## src/rtl/cnt_seq_pkg.sv

```systemverilog
// Shared types for the counter job scheduler.
// Provides the FSM state enum and direction encodings.
package cnt_seq_pkg;

    typedef enum logic [1:0] {
        IDLE = 2'd0,
        RUN  = 2'd1,
        DONE = 2'd2
    } state_t;

    localparam logic DIR_UP   = 1'b0;
    localparam logic DIR_DOWN = 1'b1;

endpackage

```

## src/rtl/mod4_updown_cnt.sv

```systemverilog
// Two-bit modulo-4 up/down counter with wrap flag.
// Ports: clk, rst (sync, active-high), en, dir (0 up, 1 down),
//        q (count), wrap (combinational 3->0 / 0->3 marker).
module mod4_updown_cnt
    import cnt_seq_pkg::*;
(
    input  logic       clk,
    input  logic       rst,
    input  logic       en,
    input  logic       dir,
    output logic [1:0] q,
    output logic       wrap
);

    always_ff @(posedge clk) begin
        if (rst) begin
            q <= 2'd0;
        end else if (en) begin
            q <= (dir == DIR_DOWN) ? q - 2'd1 : q + 2'd1;
        end
    end

    // Flags the step that is about to cross the modulus boundary.
    assign wrap = en & ((dir == DIR_DOWN) ? (q == 2'd0)
                                          : (q == 2'd3));

endmodule

```

## src/rtl/cnt_seq_ctrl.sv

```systemverilog
// Round-robin job scheduler driving the shared mod-4 counter.
// Ports: clk, rst, req_valid/req_dir/req_steps/req_ready (per requester),
//        done_valid/done_id/done_state/done_wraps, cnt_state, busy.
module cnt_seq_ctrl
    import cnt_seq_pkg::*;
#(
    parameter  int NREQ   = 2,
    parameter  int STEP_W = 8,
    localparam int ID_W   = (NREQ > 1) ? $clog2(NREQ) : 1
) (
    input  logic                   clk,
    input  logic                   rst,
    input  logic [NREQ-1:0]        req_valid,
    input  logic [NREQ-1:0]        req_dir,
    input  logic [NREQ*STEP_W-1:0] req_steps,
    output logic [NREQ-1:0]        req_ready,
    output logic                   done_valid,
    output logic [ID_W-1:0]        done_id,
    output logic [1:0]             done_state,
    output logic [STEP_W-1:0]      done_wraps,
    output logic [1:0]             cnt_state,
    output logic                   busy
);

    state_t             state;
    logic [ID_W-1:0]    ptr;
    logic [ID_W-1:0]    id_q;
    logic               dir_q;
    logic [STEP_W-1:0]  rem;
    logic [STEP_W-1:0]  wraps;

    logic               done_valid_q;
    logic [ID_W-1:0]    done_id_q;
    logic [1:0]         done_state_q;
    logic [STEP_W-1:0]  done_wraps_q;
    logic               busy_q;

    logic [NREQ-1:0]    pick;
    logic [ID_W-1:0]    gnt_idx;
    logic               gnt_dir;
    logic [STEP_W-1:0]  gnt_steps;
    logic [ID_W-1:0]    nxt_ptr;
    logic               hs;

    logic               step_en;
    logic [1:0]         cnt_q;
    logic [1:0]         cnt_next;
    logic               wrap;
    logic [STEP_W-1:0]  wraps_inc;

    // First asserted request at or after p, searching cyclically.
    function automatic logic [NREQ-1:0] rr_pick(
        input logic [NREQ-1:0] v,
        input logic [ID_W-1:0] p
    );
        logic [NREQ-1:0] g;
        logic            hit;
        logic [ID_W-1:0] j;
        g   = '0;
        hit = 1'b0;
        for (int k = 0; k < NREQ; k++) begin
            j = ID_W'((int'(p) + k) % NREQ);
            if (!hit && v[j]) begin
                g[j] = 1'b1;
                hit  = 1'b1;
            end
        end
        return g;
    endfunction

    always_comb begin
        pick = '0;
        if (state == IDLE && !rst) begin
            pick = rr_pick(req_valid, ptr);
        end
        gnt_idx   = '0;
        gnt_dir   = DIR_UP;
        gnt_steps = '0;
        for (int i = 0; i < NREQ; i++) begin
            if (pick[i]) begin
                gnt_idx   = ID_W'(i);
                gnt_dir   = req_dir[i];
                gnt_steps = req_steps[i*STEP_W +: STEP_W];
            end
        end
    end

    assign hs        = |pick;
    assign req_ready = pick;
    assign nxt_ptr   = (gnt_idx == ID_W'(NREQ - 1))
                     ? '0 : gnt_idx + ID_W'(1);

    assign step_en   = (state == RUN);
    assign cnt_next  = (dir_q == DIR_DOWN) ? cnt_q - 2'd1
                                           : cnt_q + 2'd1;
    assign wraps_inc = wraps + {{(STEP_W-1){1'b0}}, wrap};

    mod4_updown_cnt u_cnt (
        .clk  (clk),
        .rst  (rst),
        .en   (step_en),
        .dir  (dir_q),
        .q    (cnt_q),
        .wrap (wrap)
    );

    // done_* are loaded on the transition into DONE so that they are
    // valid in the DONE cycle itself; cnt_next is what the counter
    // will hold after the last step lands.
    always_ff @(posedge clk) begin
        if (rst) begin
            state        <= IDLE;
            ptr          <= '0;
            id_q         <= '0;
            dir_q        <= DIR_UP;
            rem          <= '0;
            wraps        <= '0;
            done_valid_q <= 1'b0;
            done_id_q    <= '0;
            done_state_q <= 2'd0;
            done_wraps_q <= '0;
            busy_q       <= 1'b0;
        end else begin
            done_valid_q <= 1'b0;
            unique case (state)
                IDLE: begin
                    if (hs) begin
                        ptr    <= nxt_ptr;
                        id_q   <= gnt_idx;
                        dir_q  <= gnt_dir;
                        rem    <= gnt_steps;
                        wraps  <= '0;
                        busy_q <= 1'b1;
                        if (gnt_steps == '0) begin
                            state        <= DONE;
                            done_valid_q <= 1'b1;
                            done_id_q    <= gnt_idx;
                            done_state_q <= cnt_q;
                            done_wraps_q <= '0;
                        end else begin
                            state <= RUN;
                        end
                    end
                end
                RUN: begin
                    rem   <= rem - STEP_W'(1);
                    wraps <= wraps_inc;
                    if (rem == STEP_W'(1)) begin
                        state        <= DONE;
                        done_valid_q <= 1'b1;
                        done_id_q    <= id_q;
                        done_state_q <= cnt_next;
                        done_wraps_q <= wraps_inc;
                    end
                end
                DONE: begin
                    state  <= IDLE;
                    busy_q <= 1'b0;
                end
                default: begin
                    state  <= IDLE;
                    busy_q <= 1'b0;
                end
            endcase
        end
    end

    assign done_valid = done_valid_q;
    assign done_id    = done_id_q;
    assign done_state = done_state_q;
    assign done_wraps = done_wraps_q;
    assign cnt_state  = cnt_q;
    assign busy       = busy_q;

endmodule

```

## config.mk

```make
export PLATFORM = sky130hd
export DESIGN_NAME = cnt_seq_ctrl
export DESIGN_NICKNAME = d
export VERILOG_FILES = /design/src/rtl/cnt_seq_pkg.sv /design/src/rtl/mod4_updown_cnt.sv /design/src/rtl/cnt_seq_ctrl.sv
export SDC_FILE = /design/constraint.sdc
export NUM_CORES = 1
export LEC_CHECK = 0
export BUFFER_PORTS_ARGS = -buffer_cell sky130_fd_sc_hd__buf_2
export CORE_AREA = 2 2 60 62
export DETAILED_ROUTE_END_ITERATION = 10
export DIE_AREA = 0 0 62 64
export PLACE_DENSITY = 0.81
export SYNTH_ARGS = -nofsm -noshare
export SYNTH_HDL_FRONTEND = slang
export SYNTH_SLANG_ARGS = --single-unit
export TNS_END_PERCENT = 5
```

## constraint.sdc

```tcl
create_clock -name clk -period 3.8 [get_ports clk]
set_input_delay 0.38 -clock clk [delete_from_list [all_inputs] [get_ports clk]]
set_output_delay 0.38 -clock clk [all_outputs]
set_load 0.005 [all_outputs]
```

# --- Word-level counts from Yosys, hierarchy flattened ---
# Cells that the tools add are included.
totals:
  output_inout_bits: 17
  word_cells: 95
  in_bits: 22
  regBits: 36
classes:
  n_bitwise: 3
  mux: 48
  reduce_logical: 16
  n_eq_ne: 6
  n_lt_le_gt_ge: 4
  addsub: 6
op_table:
  columns: ["cell", "n"]
  rows:
  - ["two-way mux 8 bit", 7]
  - ["case mux 8 bit (2 select lines)", 3]
  - ["two-way mux 2 bit", 11]
  - ["two-way mux 1 bit", 20]
  - ["adder 8 x 1 -> 8 bit", 1]
  - ["equality test 8 x 1 -> 1 bit, second input constant", 1]
  - ["logical NOT 8 bit", 1]
  - ["case mux 2 bit (2 select lines)", 2]
  - ["AND reduction 2 bit", 4]
  - ["subtractor 8 x 1 -> 8 bit, second input constant", 1]
  - ["case mux 1 bit (2 select lines)", 3]
  - ["logical AND 1 bit", 4]
  - ["logical NOT 2 bit", 2]
  - ["< comparator 1 x 2 -> 1 bit, second input constant", 2]
  - ["!= test 2 bit, second input constant", 2]
  - ["AND reduction 4 bit", 1]
  - ["adder 1 bit, second input constant", 2]
  - ["adder 2 x 1 -> 2 bit, second input constant", 1]
  - ["demux 1 bit (select 1 bit)", 2]
  - ["equality test 2 x 1 -> 1 bit, second input constant", 1]
  - ["equality test 2 bit, second input constant", 1]
  - ["greater-or-equal comparator 1 bit, second input constant", 2]
  - ["logical NOT 1 bit", 2]
  - ["!= test 2 x 1 -> 1 bit, second input constant", 1]
  - ["6 further kinds", 6]

# --- Depth between registers and ports, before layout ---
# Gate-level depths: netlist of run 1.
logic_depth:
  ltp_word: 15
  depth_mapped: 11
  depth_no_buf: 10

# --- Modules after synthesis ---
# Synthesis of run 1 repeated with hierarchy kept, for this count alone.
hier_totals:
  hier_cells: 212
  area_unflattened_um2: 1919.3
modules_own_cells:
  columns: ["mod", "cells_per_inst", "seq_area_each_um2", "area_each_um2", "n_inst"]
  rows:
  - ["cnt_seq_ctrl", 200, 680.7, 1810.5, 1]
  - ["mod4_updown_cnt", 12, 40.0, 108.9, 1]

# --- Worst setup path before layout of run 1 ---
# Ideal clock, no wire load.
synth_timing:
  kind: "reg-to-reg"
  start: "register state[0]"
  end: "register wraps[6]"
  path_stages_with_launch: 11
  t_required_ns: 3.730
  path_buffers: 3
  arrival_ns: 2.138
  setup_time_ns: 0.070
  path_slack_ns: 1.591
  period_less_slack_ns: 2.209
  cell_sequence: "dfxtp_1 clkbuf_1 nand2b_1 clkbuf_1 clkbuf_1 nor2_1 ha_1 ha_1 nand3_1 or4_1 a21oi_1"
synth_via:
  elab_chain_cells: 6
  word_cells_on_any_way: 11
  classes_between: "add/sub (1); eq/ne (2); mux (2); bitwise (1); reduce/logical (5)"
synth_lines:
  columns: ["item", "line_no", "source"]
  rows:
  - ["start, declared", "cnt_seq_ctrl.sv:25", "state_t state;"]
  - ["start signal, assigned", "cnt_seq_ctrl.sv:112", "state <= IDLE;"]
  - ["start signal, assigned", "cnt_seq_ctrl.sv:135", "state <= DONE;"]
  - ["start signal, assigned", "cnt_seq_ctrl.sv:141", "state <= RUN;"]
  - ["branches (longest 6 deep; another with adder 8 x 1 -> 8 bit)", null, null]
  - ["end signal, assigned", "cnt_seq_ctrl.sv:147", "wraps <= wraps_inc;"]
  - ["end, declared", "cnt_seq_ctrl.sv:30", "logic [STEP_W-1:0] wraps;"]
# Parallel ways; which one is timed is not known.
# A chain may end at the register's enable or synchronous reset.

# --- Worst setup path after layout of run 1 ---
layout_timing:
  start: "register rem[3]"
  end: "register done_state_q[0] (netlist: done_state[0])"
layout_via:
  elab_chain_cells: 3
layout_lines:
  columns: ["item", "line_no", "source"]
  rows:
  - ["start, declared", "cnt_seq_ctrl.sv:29", "logic [STEP_W-1:0] rem;"]
  - ["start signal, assigned", "cnt_seq_ctrl.sv:131", "rem <= gnt_steps;"]
  - ["start signal, assigned", "cnt_seq_ctrl.sv:146", "rem <= rem - STEP_W'(1);"]
  - ["equality test 8 x 1 -> 1 bit", "cnt_seq_ctrl.sv:148", "if (rem == STEP_W'(1)) begin"]
  - ["!= test 2 bit (no line)", null, null]
  - ["AND reduction 4 bit (no line)", null, null]
  - ["end signal, assigned", "cnt_seq_ctrl.sv:138", "done_state_q <= cnt_q;"]
  - ["end signal, assigned", "cnt_seq_ctrl.sv:152", "done_state_q <= cnt_next;"]
  - ["end, declared", "cnt_seq_ctrl.sv:34", "logic [1:0] done_state_q;"]
# Every way passes these cells.

==> impl_metrics.env, run 1 <==
export IMPL_route_detailed_drc=0
export IMPL_dieArea_um2=3970
export IMPL_fmax_ghz=0.379
export IMPL_cp_max_fo=13
export IMPL_grt_first_pass_wirelength_um=6750
export IMPL_vias=1781
export IMPL_grt_overflow_total=0
export IMPL_p_per_area_nw_per_um2=446
export IMPL_final_area_um2=2150
export IMPL_holdPathStages=3
export IMPL_rsz0062_at_grt="false"
export IMPL_slew_headroom_pct=41.0
export IMPL_cts_tree="done"
export IMPL_pre_cts_ws_ps=1120
export IMPL_power_mw=0.959
export IMPL_seq_area_frac_synth_pct=38.3
export IMPL_antenna_found_initial=0
export IMPL_die_h_um=64
export IMPL_synth_area_leaders="dfxtp_1 (38%), a21oi_1 (5.6%), mux2i_1 (4.8%)"
export IMPL_start_util_pct=57.3
export IMPL_critical_path_class="reg2reg"
export IMPL_synth_compound_area_share_pct=23.1
export IMPL_ys_ff_latch=36
export IMPL_post_cts_resized=0
export IMPL_setup_viol_count_final=0
export IMPL_r2r_cells=4
export IMPL_track_usage_pct=22.7
export IMPL_fin_setup_tns_ps=0
export IMPL_grt_pass1_vias=1565
export IMPL_seqPwrFrac_pct=46.5
export IMPL_holdCritStartpoint="req_dir[1]"
export IMPL_clock_skew_ps=14.6
export IMPL_ctsLongestPathBuffers=2
export IMPL_cts_htree_levels=2
export IMPL_drive_gt1_share_pct=21.6
export IMPL_ys_flop_type="dfxtp_1"
export IMPL_synth_top_area_cell="dfxtp_1"
export IMPL_ios=39
export IMPL_synth_top_area_share_pct=38.3
export IMPL_critical_path_endpoint_type="flop"
export IMPL_post_cts_buffers=0
export IMPL_mostFrequentLayoutCell="buf_2"
export IMPL_syn_nets=248
export IMPL_netlist_instances=222
export IMPL_netSwitchingPower_mw=0.302
export IMPL_holdWs_ps=304
export IMPL_reg2reg_slack_ps=1160
export IMPL_placed_area_um2=2070
export IMPL_cts_hold_buf=0
export IMPL_p_leak_nw=0.871
export IMPL_setup_ws_ps=1160
export IMPL_period_needed_ps=2640
export IMPL_avgSynthCellArea_um2=8.47
export IMPL_internal_power_mw=0.657
export IMPL_hold_viol=0
export IMPL_power_frac_comb_pct=25.1
export IMPL_cts_buffers=5
export IMPL_cts_root_buf="clkbuf_4"
export IMPL_whs_endpoint="dir_q"
export IMPL_status="finished, final reports clean"
export IMPL_final_nets=280
export IMPL_via_per_inst=5.92
export IMPL_coreArea_um2=3280
export IMPL_ant_nets=0
export IMPL_final_cell_mix="buf_2 (38), dfxtp_1 (36), nand2_1 (21), a21oi_1 (21), nor2_1 (18)"
export IMPL_p_sw_share_pct=31.5
export IMPL_synth_top_family_by_area="compound AO/OA/AOI/OAI gates"
export IMPL_die_x_um=62
export IMPL_final_max_slew_viol_count=0
export IMPL_synth_edf_count=0
export IMPL_hpwl_um=3070
export IMPL_ys_types=47
export IMPL_detail_route_wl_per_cell_um=14.4
export IMPL_routed_wl_um=4350
export IMPL_start_kind="flop"
export IMPL_synthSimpleGateAreaFrac_pct=22.2
export IMPL_peakVddDrop_mv=0.245
export IMPL_synthToLayoutAreaGrowth_pct=14.4
export IMPL_core_rowCount=21
export IMPL_netlist_area_um2=1880
export IMPL_fillCellCount=290
export IMPL_synthAdderAreaFrac_pct=2.66
export IMPL_finalCritPeriodShare_pct=69.4
export IMPL_clkLatencyLatePin_ps=350
export IMPL_reg2reg_to="done_state[0]"
export IMPL_async_reset_ff_share_pct=0
export IMPL_drv_cap=0
export IMPL_synth_xor_xnor_area_share_pct=2.33
export IMPL_p_clk_share_pct=28.4
export IMPL_antenna_cells=0
export IMPL_yosys_mux_area_fraction_pct=6.59
export IMPL_port_buffers=38
export IMPL_hp_class="in2reg"
export IMPL_yosys_warnings=0
export IMPL_place_congestion=0.891
export IMPL_grt_max_degree=28
export IMPL_cts_sinks=36
export IMPL_first_pass_iters=7
export IMPL_crit_reg2reg_launch="rem[3]"
export IMPL_clk_pin_slew_ps=120
export IMPL_worstPathRequired_ps=4050
export IMPL_drt_iter0_drc=138
export IMPL_arrival_ps=2890
export IMPL_tightest_slew_ps=881
critical path, stage by stage, from the launching register on:
cell and delay (ps):
dfxtp_1 400, nor4_1 600, a31oi_1 300, nor4b_4 830
mux2_2 420
power by group through the flow:
stage | Clock, mW | Sequential [mW] | Combinational (mW)
finish | 0.272 | 0.446 | 0.241
global route | 0.292 | 0.450 | 0.269
CTS | 0.279 | 0.445 | 0.241
detailed placement | 0 | 0.454 | 0.239
global placement | 0 | 0.453 | 0.235
floorplan | 0 | 0.441 | 0.186
layer usage:
metal	GRT usage [%]	share of wire [%]	wire length, µm	vias up
met5	0	0	0	-
met3	4.86	8.3	360	7
li1	-	-	-	879
met2	36.6	48	2090	75
met1	28.6	42	1840	820
met4	9.04	1.3	58	0
synth_stat cells (2+ instances only):
cell / number
nand2b_1: 3
nor2_1: 18
a22oi_1: 3
mux2_2: 3
nor4_1: 3
nor2b_1: 4
a21boi_0: 4
and3_1: 4
a221oi_1: 2
xnor2_1: 4
ha_1: 4
mux2i_1: 9
and4_1: 2
dfxtp_1: 36
nand3_1: 5
o21bai_1: 2
or3_1: 3
inv_1: 4
a21oi_1: 21
nand2_1: 21
and2_1: 2
a222oi_1: 4
clkbuf_1: 10
buf_2: 3
or4_1: 6
o21ai_0: 16
a31oi_1: 2
nor3_1: 4
o21a_1: 2
flip-flops by register name, indices dropped and copies added (netlist names):
name / flops
ptr: 1
u_cnt.q: 2
done_wraps: 8
id_q: 1
wraps: 8
state: 2
rem: 8
done_id: 1
busy: 1
dir_q: 1
done_valid: 1
done_state: 2
cells by family after synthesis:
| logic type | count (synthesis) |
|---|---|
| compound gates | 66 |
| xor+xnor | 5 |
| fa+ha+maj | 4 |
| buf+inv | 20 |
| flops | 36 |
| mux | 12 |
| simple gates | 79 |
final cells by class:
| class | instances | area, µm² | area share [%] |
|---|---|---|---|
| Clock buffer | 5 | 37.5 | 1.74 |
| Sequential cell | 36 | 721 | 33.5 |
| Multi-Input combinational cell | 166 | 1070 | 49.7 |
| Inverter | 5 | 18.8 | 0.872 |
| Tap cell | 46 | 57.6 | 2.67 |
| Timing Repair Buffer | 40 | 205 | 9.53 |
| Clock inverter | 3 | 42.5 | 1.98 |
worst max-delay path by stage:
stage               slack (ps)       endpoint          from
floorplan                 1590       wraps[6]      state[0]
global placement          1150  done_state[0]  req_steps[6]
detailed placement        1120  done_state[0]  req_steps[6]
CTS                       1190  done_state[0]        rem[3]
global route               990  done_state[1]        rem[3]
finish                    1160  done_state[0]        rem[3]
stage by stage:
stage,utilization (%),cells
floorplan,-,222
finish,65.5,301
global placement,63.1,293
CTS,65.5,301
detailed placement,63.1,293
global route,65.5,301
No activity file was read; power rests on OpenSTA's default activity.
==> run 2: changes to the inputs <==
--- a/config.mk
+++ b/config.mk
@@ -5,11 +5,12 @@
 export SDC_FILE = /design/constraint.sdc
 export NUM_CORES = 1
 export LEC_CHECK = 0
+export ABC_AREA = 1
 export BUFFER_PORTS_ARGS = -buffer_cell sky130_fd_sc_hd__buf_2
-export CORE_AREA = 2 2 60 62
+export CORE_AREA = 2 2 66 68
 export DETAILED_ROUTE_END_ITERATION = 10
-export DIE_AREA = 0 0 62 64
-export PLACE_DENSITY = 0.81
+export DIE_AREA = 0 0 68 70
+export PLACE_DENSITY = 0.72
 export SYNTH_ARGS = -nofsm -noshare
 export SYNTH_HDL_FRONTEND = slang
 export SYNTH_SLANG_ARGS = --single-unit
==> constraint.sdc (replaced) <==
create_clock -name clk -period 2.3 [get_ports clk]
set_input_delay 0.23 -clock clk [delete_from_list [all_inputs] [get_ports clk]]
set_output_delay 0.23 -clock clk [all_outputs]
set_load 0.005 [all_outputs]
==> run 2 against run 1 <==
  * Synthesized cell count grew 23%
  * Clock skew fell by 5.6 ps
  * Worst setup slack lost 900 ps
  * Sequential power is 86% higher
  * Sequential share of layout area is 1.6 points lower
  * First-iteration DRC count shrank 16%
  * Critical path type unchanged
==> impl_metrics.env, run 2 <==
export IMPL_synth_top_area_cell="dfxtp_1"
export IMPL_fillCellCount=428
export IMPL_yosys_cell_count_top_type="nand2_1"
export IMPL_grt_overflow_total=0
export IMPL_hp_class="in2reg"
export IMPL_r2r_cells=11
export IMPL_avgSynthCellArea_um2=7.03
export IMPL_detail_route_wl_per_cell_um=11.3
export IMPL_critical_path_class="reg2reg"
export IMPL_power_mw=2.12
export IMPL_tightest_slew_ps=523
export IMPL_p_leak_nw=1.06
export IMPL_final_area_um2=2260
export IMPL_seq_area_frac_synth_pct=37.7
export IMPL_final_max_slew_viol_count=0
export IMPL_ys_flop_type="dfxtp_1"
export IMPL_mostFrequentLayoutCell="nand2_1"
export IMPL_holdWs_ps=214
export IMPL_cts_sinks=36
export IMPL_die_h_um=70
export IMPL_synth_area_leaders="dfxtp_1 (38%), nand2_1 (11%), nor2_1 (9.8%)"
export IMPL_multi_input_area_um2=1050
export IMPL_peakVddDrop_mv=0.394
export IMPL_hold_viol=0
export IMPL_synth_top_cells_by_count="nand2_1 (56), nor2_1 (50), dfxtp_1 (36), nand3_1 (28), a21oi_1 (25)"
export IMPL_netlist_instances=272
export IMPL_drive_gt1_share_pct=24.5
export IMPL_start_kind="flop"
export IMPL_grt_first_pass_wirelength_um=7180
export IMPL_antenna_found_initial=0
export IMPL_port_buffers=38
export IMPL_route_detailed_drc=0
export IMPL_holdPathStages=3
export IMPL_cts_tree="done"
export IMPL_worstPathRequired_ps=2490
export IMPL_cp_max_fo=4
export IMPL_drt_iter0_drc=116
export IMPL_first_pass_iters=4
export IMPL_final_cell_mix="nand2_1 (56), nor2_1 (50), buf_2 (38)"
export IMPL_via_per_inst=4.95
export IMPL_period_needed_ps=2030
export IMPL_clkLatencyLatePin_ps=290
export IMPL_cts_htree_levels=2
export IMPL_routed_wl_um=4180
export IMPL_start_util_pct=46.2
export IMPL_clock_skew_ps=8.93
export IMPL_clk_pin_slew_ps=80
export IMPL_finalCritPeriodShare_pct=88.4
export IMPL_regArea_um2=721
export IMPL_syn_nets=298
export IMPL_grt_pass1_vias=1694
export IMPL_final_nets=343
export IMPL_die_x_um=68
export IMPL_vias=1832
export IMPL_drv_cap=0
export IMPL_core_rowCount=24
export IMPL_place_congestion=0.783
export IMPL_ctsLongestPathBuffers=2
export IMPL_async_reset_ff_share_pct=0
export IMPL_status="finished, final reports clean"
export IMPL_ys_ff_latch=36
export IMPL_hpwl_um=3110
export IMPL_placed_area_um2=2120
export IMPL_synth_edf_count=0
export IMPL_finish_utilization_pct=54.6
export IMPL_grt_max_degree=24
export IMPL_netlist_area_um2=1910
export IMPL_fmax_ghz=0.492
export IMPL_dieArea_um2=4760
export IMPL_ios=39
export IMPL_p_per_area_nw_per_um2=939
export IMPL_setup_viol_count_final=0
export IMPL_synth_top_area_share_pct=37.7
export IMPL_synthToLayoutAreaGrowth_pct=18.2
export IMPL_ant_nets=0
export IMPL_critical_path_endpoint_type="flop"
export IMPL_antenna_cells=0
export IMPL_yosys_warnings=0
export IMPL_coreArea_um2=4140
export IMPL_cts_hold_buf=0
export IMPL_slew_headroom_pct=65.0
export IMPL_cts_buffers=5
export IMPL_cts_root_buf="clkbuf_8"
export IMPL_track_usage_pct=19.5
export IMPL_ys_types=33
export IMPL_arrival_ps=2230
[run 2: cell count changes after synthesis, sizes merged, moves of 6 or more]
cell | previous run | this run
o21ai | 16 | 7
nand3 | 5 | 28
inv | 4 | 19
mux2i | 9 | 0
nand2 | 21 | 60
a21oi | 21 | 34
clkbuf | 10 | 2
or4 | 6 | 0
nor2 | 18 | 55
[run 2: critical path, stage by stage (launching register included)]
cell and delay (ps):
dfxtp_1 420, nand2_1 100, nor3_1 200, ha_1 200
ha_1 180, nand2_1 120, nor3_2 180, nand2_1 100
o21ai_1 200, nand3_1 110, nand2_1 90, nor2_1 40
[run 2: power breakdown]
part,switching [mW],internal (mW)
sequential,0.0920,0.738
combinational,0.491,0.358
clock,0.234,0.211
total,0.816,1.31
[run 2: what timing repair did]
item                       4_1_cts  5_1_grt
buffers inserted                 0        7
gates resized for setup          0        3
setup endpoints to repair        0        8
[run 2: area by class of cell]
class | count | area share [%]
multi-input combinational | 206 | 46.3
sequential | 36 | 31.9
timing repair buffer | 48 | 11.7
inverter | 20 | 3.32
clock buffer | 5 | 3.04
tap | 52 | 2.88
clock inverter | 3 | 0.830
[run 2: logic make-up (layout without fill, tap and decap cells)]
logic type      after synthesis  in the layout  share of synthesized area, %
fa+ha+maj                     4              4                          2.62
compound gates               46             46                          14.3
buf+inv                      30             76                          7.78
flops                        36             36                          37.7
xor+xnor                      4              4                          1.83
simple gates                152            152                          35.8
[run 2: worst paths after layout]
kind | from | to | slack (ps)
min | req_dir[0] | dir_q | 210
max | state[0] | done_wraps[6] | 270
max reg2reg | state[0] | done_wraps[6] | 270
min reg2reg | rem[1] | rem[1] | 470
[run 2: metrics by stage]
| stage | setup slack (ps) | TNS, ps | std cells |
|---|---|---|---|
| 2_1_floorplan | 174 | 0 | 272 |
| 3_3_place_gp | 169 | 0 | 355 |
| 3_5_place_dp | 136 | 0 | 355 |
| 4_1_cts | 125 | 0 | 363 |
| 5_1_grt | -15.4 | -15.4 | 370 |
| 6_report | 266 | 0 | 370 |
[run 2: routing by layer]
metal	vias up	wire length (µm)	GRT usage [%]	part of all wire [%]
met5	-	0	0	0
met4	0	63	6.00	1.5
met3	6	96	4.35	2.3
met2	18	2230	33.5	53
met1	838	1790	23.6	43
li1	970	-	-	-
==> run 3: changes to the inputs <==
--- a/config.mk
+++ b/config.mk
@@ -11,6 +11,7 @@
 export DETAILED_ROUTE_END_ITERATION = 10
 export DIE_AREA = 0 0 68 70
 export PLACE_DENSITY = 0.72
+export SETUP_SLACK_MARGIN = 0.4
 export SYNTH_ARGS = -nofsm -noshare
 export SYNTH_HDL_FRONTEND = slang
 export SYNTH_SLANG_ARGS = --single-unit
==> run 3 against run 2 <==
  * Non-clock buffer count increased by 4
  * Clock-buffer cell count unchanged
  * Design area increased by 7.6%
  * Die area unchanged
  * Global-route usage decreased by 0.43 points
  * Routed wire length increased by 3.3%
  * Hold slack got worse by 2.6 ps
  * Largest power group unchanged
  * Flip-flop and latch count unchanged
  * First-iteration DRC count increased by 36%
  * Utilization increased by 4.1 points
  * Register-to-register slack improved by 80 ps
==> impl_metrics.env, run 3 (synthesis results as in run 2) <==
export IMPL_clock_skew_ps=6.28
export IMPL_ant_nets=0
export IMPL_wl_met1_um=1970
export IMPL_place_congestion=0.840
export IMPL_cts_tree="done"
export IMPL_critical_path_endpoint_type="flop"
export IMPL_clk_pin_slew_ps=80
export IMPL_tightest_slew_ps=397
export IMPL_first_pass_iters=4
export IMPL_cts_hold_buf=0
export IMPL_via_per_inst=4.94
export IMPL_rsz0062_at_grt="true"
export IMPL_die_x_um=68
export IMPL_placed_cells=355
export IMPL_die_h_um=70
export IMPL_routed_wl_met2_um=2150
export IMPL_track_usage_pct=19.1
export IMPL_detail_route_wl_per_cell_um=11.5
export IMPL_cp_max_fo=6
export IMPL_cp_startpoint="u_cnt.q[0]"
export IMPL_dr_wl_met3_um=166
export IMPL_coreArea_um2=4140
export IMPL_grt_pass1_vias=1631
export IMPL_drt_iter0_drc=158
export IMPL_hpwl_um=2970
export IMPL_grt_first_pass_wirelength_um=7070
export IMPL_core_rowCount=24
export IMPL_dieArea_um2=4760
export IMPL_cts_htree_levels=2
export IMPL_drive_gt1_share_pct=30.1
export IMPL_grt_overflow_total=0
export IMPL_slew_headroom_pct=73.4
export IMPL_p_leak_nw=1.10
export IMPL_top_layer="met4"
export IMPL_period_needed_ps=1960
export IMPL_cp_endpoint="done_wraps[6]"
export IMPL_finalCritPeriodShare_pct=85.1
export IMPL_port_buffers=38
export IMPL_antenna_found_initial=0
export IMPL_hp_class="in2reg"
export IMPL_reg2reg_slack_ps=340
export IMPL_final_nets=347
export IMPL_fillCellCount=373
export IMPL_mostFrequentLayoutCell="nand2_1"
export IMPL_ios=39
export IMPL_reg2reg_to="done_wraps[6]"
export IMPL_route_detailed_drc=0
export IMPL_cts_root_buf="clkbuf_8"
export IMPL_grt_max_degree=24
export IMPL_crit_reg2reg_launch="u_cnt.q[0]"
export IMPL_fmax_ghz=0.511
export IMPL_peakVddDrop_mv=0.428
export IMPL_drv_cap=0
export IMPL_cts_sinks=36
export IMPL_status="finished, final reports clean"
export IMPL_routed_wl_um=4320
export IMPL_cts_buffers=5
export IMPL_critical_path_class="reg2reg"
export IMPL_synthToLayoutAreaGrowth_pct=27.2
export IMPL_ctsLongestPathBuffers=2
export IMPL_final_max_slew_viol_count=0
export IMPL_p_per_area_nw_per_um2=957
export IMPL_hold_viol=0
export IMPL_fin_setup_tns_ps=0
export IMPL_setup_viol_count_final=0
export IMPL_start_kind="flop"
export IMPL_final_cell_mix="nand2_1 (54), nor2_1 (48), buf_2 (38)"
export IMPL_arrival_ps=2190
export IMPL_antenna_cells=0
export IMPL_worstPathRequired_ps=2530
export IMPL_r2r_cells=12
export IMPL_clkLatencyLatePin_ps=290
export IMPL_stdcell_count=374
export IMPL_vias=1846
export IMPL_start_util_pct=46.2
[run 3: cell count changes in the layout (fill, tap and decap cells not counted), moves of 2 or more]
cell,before,now
buf_12,0,3
dfxtp_1,36,33
dfxtp_2,0,2
ha_1,4,2
nand2_1,56,54
nand2_2,2,4
nand3_1,28,26
nor2_1,50,48
nor2_4,3,5
[run 3: per-layer routing]
metal	track usage [%]	up-vias
met1	24.3	830
met5	0	-
met3	5.31	5
met2	31.7	33
li1	-	978
met4	4.00	0
[run 3: worst max-delay path, stage by stage, from the launching register on]
cell and delay (ps):
dfxtp_4 370, o21a_1 190, nor3_2 100, ha_2 260, ha_4 150, nand2_2 70, nor3_2 190, nand2_1 120
a21oi_2 150, o21ai_2 80, nand3_1 90, nand2_1 50, nor2_1 90
[run 3: how the worst min path moves through the flow]
stage	start	end	slack, ps	cells past startpoint
after floorplan	rst	state[0]	290	1
after global placement	wraps[6]	wraps[6]	450	2
after detailed placement	wraps[6]	wraps[6]	460	2
after CTS	req_dir[0]	dir_q	220	3
final	req_dir[0]	dir_q	210	3
after global routing	req_dir[1]	dir_q	240	3
[run 3: cell type report]
type	count	area, µm²	area share [%]
clock buffer	5	68.8	2.83
timing repair buffer	52	333	13.7
tap	52	65.1	2.67
multi-input combinational	206	1120	46.1
inverter	20	75.1	3.08
clock inverter	3	42.5	1.75
sequential	36	727	29.9
[run 3: through the flow]
| step | area, µm² | hold WS, ps | worst slack [ps] | power [mW] | util (%) |
|---|---|---|---|---|---|
| detailed placement | 2130 | 456 | 201 | 1.64 | 51.5 |
| global route | 2430 | 243 | 188 | 2.50 | 58.7 |
| finish | 2430 | 211 | 343 | 2.33 | 58.7 |
| CTS | 2350 | 222 | 354 | 2.32 | 56.8 |
| floorplan | 1930 | 292 | 418 | 1.48 | - |
| global placement | 2130 | 448 | 316 | 1.61 | 51.5 |
[run 3: timing repair]
action | 4_1_cts | 5_1_grt
buffers inserted | 9 | 2
pin swaps | 3 | 6
gates resized for setup | 2 | 16
endpoints found under the setup margin | 14 | 16
[run 3: power breakdown]
part	leakage (nW)	switching, mW	internal (mW)
clock network	0.0541	0.240	0.321
logic	0.748	0.515	0.421
registers	0.296	0.0909	0.742
total	1.10	0.846	1.48
